[config.mk]
export PLATFORM = sky130hd
export DESIGN_NAME = serial_adder
export DESIGN_NICKNAME = d
export VERILOG_FILES = /design/src/rtl/serial_adder.sv
export SDC_FILE = /design/constraint.sdc
export NUM_CORES = 1
export LEC_CHECK = 0
export ABC_AREA = 1
export ABC_CLOCK_PERIOD_IN_PS = 1200
export CORE_UTILIZATION = 46
export CTS_CLUSTER_DIAMETER = 120
export DETAILED_ROUTE_END_ITERATION = 6
export GPL_TIMING_DRIVEN = 1
export PLACE_DENSITY = 0.79
export SLEW_MARGIN = 20
export SYNTH_ARGS = -nofsm -noshare
export SYNTH_HDL_FRONTEND = slang
export SYNTH_SLANG_ARGS = --single-unit
[constraint.sdc]
create_clock -name clk -period 1.2 [get_ports clk]
set_input_delay 0.12 -clock clk [delete_from_list [all_inputs] [get_ports clk]]
set_output_delay 0.12 -clock clk [all_outputs]
set_load 0.02 [all_outputs]
[src/rtl/serial_adder.sv]
// Multi-cycle adder: {cout, sum} = x + y + cin, computed STEP bits per clock with one slice.
// Define SERIAL_ADDER_OVF_EN to add a registered signed-overflow output (ovf).
module serial_adder #(
    parameter int WIDTH = 8,
    parameter int STEP  = 1
) (
    input  logic             clk,
    input  logic             rst,
    input  logic             start,
    input  logic [WIDTH-1:0] x,
    input  logic [WIDTH-1:0] y,
    input  logic             cin,
    output logic             busy,
    output logic             done,
    output logic [WIDTH-1:0] sum,
    output logic             cout
`ifdef SERIAL_ADDER_OVF_EN
    ,
    output logic             ovf
`endif
);

    localparam int N  = WIDTH / STEP;
    localparam int CW = (N > 1) ? $clog2(N) : 1;
    localparam logic [CW-1:0] LAST = CW'(N - 1);

    typedef enum logic [1:0] {S_IDLE, S_RUN, S_DONE} state_t;

    state_t           state, state_nxt;
    logic [WIDTH-1:0] xs, ys, ss;
    logic             carry;
    logic [CW-1:0]    cnt;

    logic [STEP:0]       slice;
    logic [WIDTH+STEP-1:0] ss_cat;
    logic [WIDTH-1:0]    ss_nxt;
    logic                last;

    // The single STEP-bit adder slice, fed from the low end of the operand shifters.
    always_comb begin
        slice  = {1'b0, xs[STEP-1:0]} + {1'b0, ys[STEP-1:0]} + {{STEP{1'b0}}, carry};
        ss_cat = {slice[STEP-1:0], ss};
        ss_nxt = ss_cat[WIDTH+STEP-1:STEP];
        last   = (cnt == LAST);
    end

    always_ff @(posedge clk or posedge rst) begin
        if (rst) state <= S_IDLE;
        else     state <= state_nxt;
    end

    always_comb begin
        state_nxt = state;
        case (state)
            S_IDLE:  if (start) state_nxt = S_RUN;
            S_RUN:   if (last)  state_nxt = S_DONE;
            S_DONE:  state_nxt = S_IDLE;
            default: state_nxt = S_IDLE;
        endcase
    end

    assign busy = (state != S_IDLE);
    assign done = (state == S_DONE);

    always_ff @(posedge clk or posedge rst) begin
        if (rst) begin
            xs    <= '0;
            ys    <= '0;
            ss    <= '0;
            carry <= 1'b0;
            cnt   <= '0;
        end else if (state == S_IDLE) begin
            if (start) begin
                xs    <= x;
                ys    <= y;
                ss    <= '0;
                carry <= cin;
                cnt   <= '0;
            end
        end else if (state == S_RUN) begin
            xs    <= xs >> STEP;
            ys    <= ys >> STEP;
            ss    <= ss_nxt;
            carry <= slice[STEP];
            cnt   <= cnt + CW'(1);
        end
    end

    // Result registers move only on the final RUN edge, so they hold across later runs.
    always_ff @(posedge clk or posedge rst) begin
        if (rst) begin
            sum  <= '0;
            cout <= 1'b0;
        end else if (state == S_RUN && last) begin
            sum  <= ss_nxt;
            cout <= slice[STEP];
        end
    end

`ifdef SERIAL_ADDER_OVF_EN
    // On the last slice the operand MSBs sit at bit STEP-1; recover the carry into that bit.
    logic msb_cin;
    assign msb_cin = slice[STEP-1] ^ xs[STEP-1] ^ ys[STEP-1];

    always_ff @(posedge clk or posedge rst) begin
        if (rst)                       ovf <= 1'b0;
        else if (state == S_RUN && last) ovf <= msb_cin ^ slice[STEP];
    end
`endif

endmodule
==> reports/results.ini <==
[sta]
fmax_ghz = 0.8219
worst_slack_ns = -0.01672
setup_viol = 16
slew_headroom_pct = 75.25
skew_ns = 0.002969
maxSlewViolCount = 0
timing.final.crit_share_pct = 101.4
fin_crit_ns = 1.217
finalHoldViolCount = 0
whs_ns = 0.1727
max_slew.worst_pin.slew_ns = 0.3704
rsz0062_at_grt = yes

[route]
wl_per_cell_um = 12.03
via_per_inst = 4.931
wl_mm = 3.656
antenna_left = 0
drc = 0
drt_pass1_iterations = 4
drtIter0Drc = 99
vias = 1499

[cts]
cts_tree = yes
clk_path_buf_depth = 2
clock_latency_ns = 0.29
cts-root-buf = clkbuf_8
path_clk_slew_ns = 0.07
htree_levels = 2
cts_buffers = 5
hold_buffers = 0
clock_sinks = 38

[grt]
grt_pass1_wl_mm = 6.030
grt.total_usage_pct = 20.26
grt_overflow = 0
grt_max_degree = 39
antenna_found_initial = 0
grt_pass1_vias = 1338

[critical_path]
start_kind = register
crit_path_max_incr_delay_ns = 0.41
crit_path_max_fanout = 6
crit_family = buffers and inverters
worst_path_most_repeated_cell = nand2_1
slowest_stage = dfrtp_1
cp.required_ns = 1.43
critPathBufInv = 3
crit_path_end_kind = register
crit_chain = buf_6, o21ai_4, buf_12, clkbuf_16, nand2_1, nand2_1
worstSetupPathType = reg2reg
cp.arrival_ns = 1.45

[power_and_ir_drop]
p_per_area_nw_per_um2 = 2418
finalPower_uw = 5892
vdd_ir_drop_max_uv = 1245
p_leak_uw = 0.001261

[final_layout]
drive_above_1_share_pct = 22.09
fillers = 271
area.growth.synth_to_final_pct = 43.55
postLayoutCoreUtil_pct = 70.81
final_nets = 280
antenna_cells = 0
fin_cells = 304
stdcell_area_um2 = 2437

[synthesis]
ys_types = 15
syn-num-nets = 229
netlist_instances = 206
yosysWarnings = 0
avgSynthCellArea_um2 = 8.242
ys_seq_area_share_pct = 56.01
synth_seq_cells = 38
netlist_area_um2 = 1698

[run_status]
violations = setup timing
status = complete, but fails checks

[floorplan]
die_h_um = 62.76
start_util_pct = 49.33
fp-row-count = 21
ios = 31
die_area_um2 = 3938
fp.coreArea_um2 = 3442
die_w_um = 62.76

[place]
placedCellCount = 286
place.gp.congestion = 0.7786
portBuffers = 30
placed_cell_area_um2 = 2136
dpl.hpwl_mm = 2.260

[min_path]
min_path_type = in2async

[job]
cap_violations = 0

-- through the flow --
step	TNS, ns	worst slack (ns)
after CTS	-1.131	-0.1129
after global routing	-2.118	-0.08570
after global placement	-0.4577	-0.04518
after detailed placement	-0.7165	-0.06509
final	-0.1338	-0.01672
after floorplan	0	0.003568
-- power breakdown --
group          total, µW  switching [µW]  internal, µW
Combinational       2800            1530          1270
Clock                902             439           463
Sequential          2190             346          1850
-- per-layer routing --
layer / wire length [µm] / up-vias / GRT usage [%]
met4: 59 / 0 / 8.721
met2: 1845 / 43 / 32.61
met3: 179 / 6 / 6.022
met1: 1571 / 705 / 25.27
met5: 0 / - / 0
li1: - / 745 / -
-- cell type report --
cell class	count	area, µm²	area share (%)
Clock buffer	7	86.33	3.542
Clock inverter	1	5.005	0.2053
Inverter	12	47.55	1.951
Multi-Input combinational cell	148	730.7	29.98
Sequential cell	38	950.9	39.01
Tap cell	46	57.56	2.361
Timing Repair Buffer	52	559.3	22.95
-- cells in the mapped netlist --
library cell  number  area [µm²]
ha_1               2       25.02
o21ai_4            1       16.27
nand3_1            5       25.02
nor2_2             1       6.260
clkbuf_1           1       3.750
buf_6              1       11.26
inv_1             10       37.54
nand2_1          106       397.9
fa_1               1       20.02
inv_2              2       7.510
buf_4              3       22.52
nor2_1             1       3.750
buf_2              3       15.01
dfrtp_1           38       950.9
o21ai_0           31       155.2
-- cells by family (layout without fill, tap and decap cells) --
kind of cell               after synthesis  count (layout)  share of synthesized area, %
and+or+nand+nor                        113             113                         25.50
buffers and inverters                   20              72                         5.748
DFF                                     38              38                         56.01
AOI/OAI and AO/OA                       32              32                         10.10
adders and majority gates                3               3                         2.653
-- final timing paths --
path                            startpoint       end  slack [ns]  cells after the start
worst max-delay path              state[0]     carry       -0.02                      6
worst min-delay path                   rst     ss[4]        0.17                      3
worst max register to register    state[0]     carry       -0.02                      6
worst min register to register       xs[6]     xs[6]        0.48                      2
max in group asynchronous              rst  state[0]        0.83                      3
min in group clk                      x[7]     xs[7]        0.38                      3
-- repair_timing --
action                     in CTS  in global routing
setup endpoints to repair      38                 37
resized for setup              27                 45
cloned                          1                  1
pin swaps                       5                  2
setup buffers                   0                  8
-- worst reg2reg max path, stage by stage, from the launching register on --
cell and delay, ns:
dfrtp_1 0.41, buf_6 0.15, o21ai_4 0.19, buf_12 0.15, clkbuf_16 0.14, nand2_1 0.05
nand2_1 0.07
-- state kept, by name (all words and copies together), names as in the netlist --
| name | flops |
|---|---|
| carry | 1 |
| ss | 7 |
| cnt | 3 |
| state | 2 |
| ys | 8 |
| xs | 8 |
| cout | 1 |
| sum | 8 |
-- cell usage in the layout, fill, tap and decap left out, drive strengths merged --
| cell | Yosys | final |
|---|---|---|
| buf | 7 | 23 |
| nand2 | 106 | 106 |
| nand3 | 5 | 5 |
| nor2 | 2 | 2 |
| clkbuf | 1 | 8 |
| ha | 2 | 2 |
| clkinv | 0 | 1 |
| fa | 1 | 1 |
| clkdlybuf4s50 | 0 | 19 |
| dfrtp | 38 | 38 |
| dlygate4sd2 | 0 | 9 |
| o21ai | 32 | 32 |
| inv | 12 | 12 |
Power figures use the tool's default switching activity.
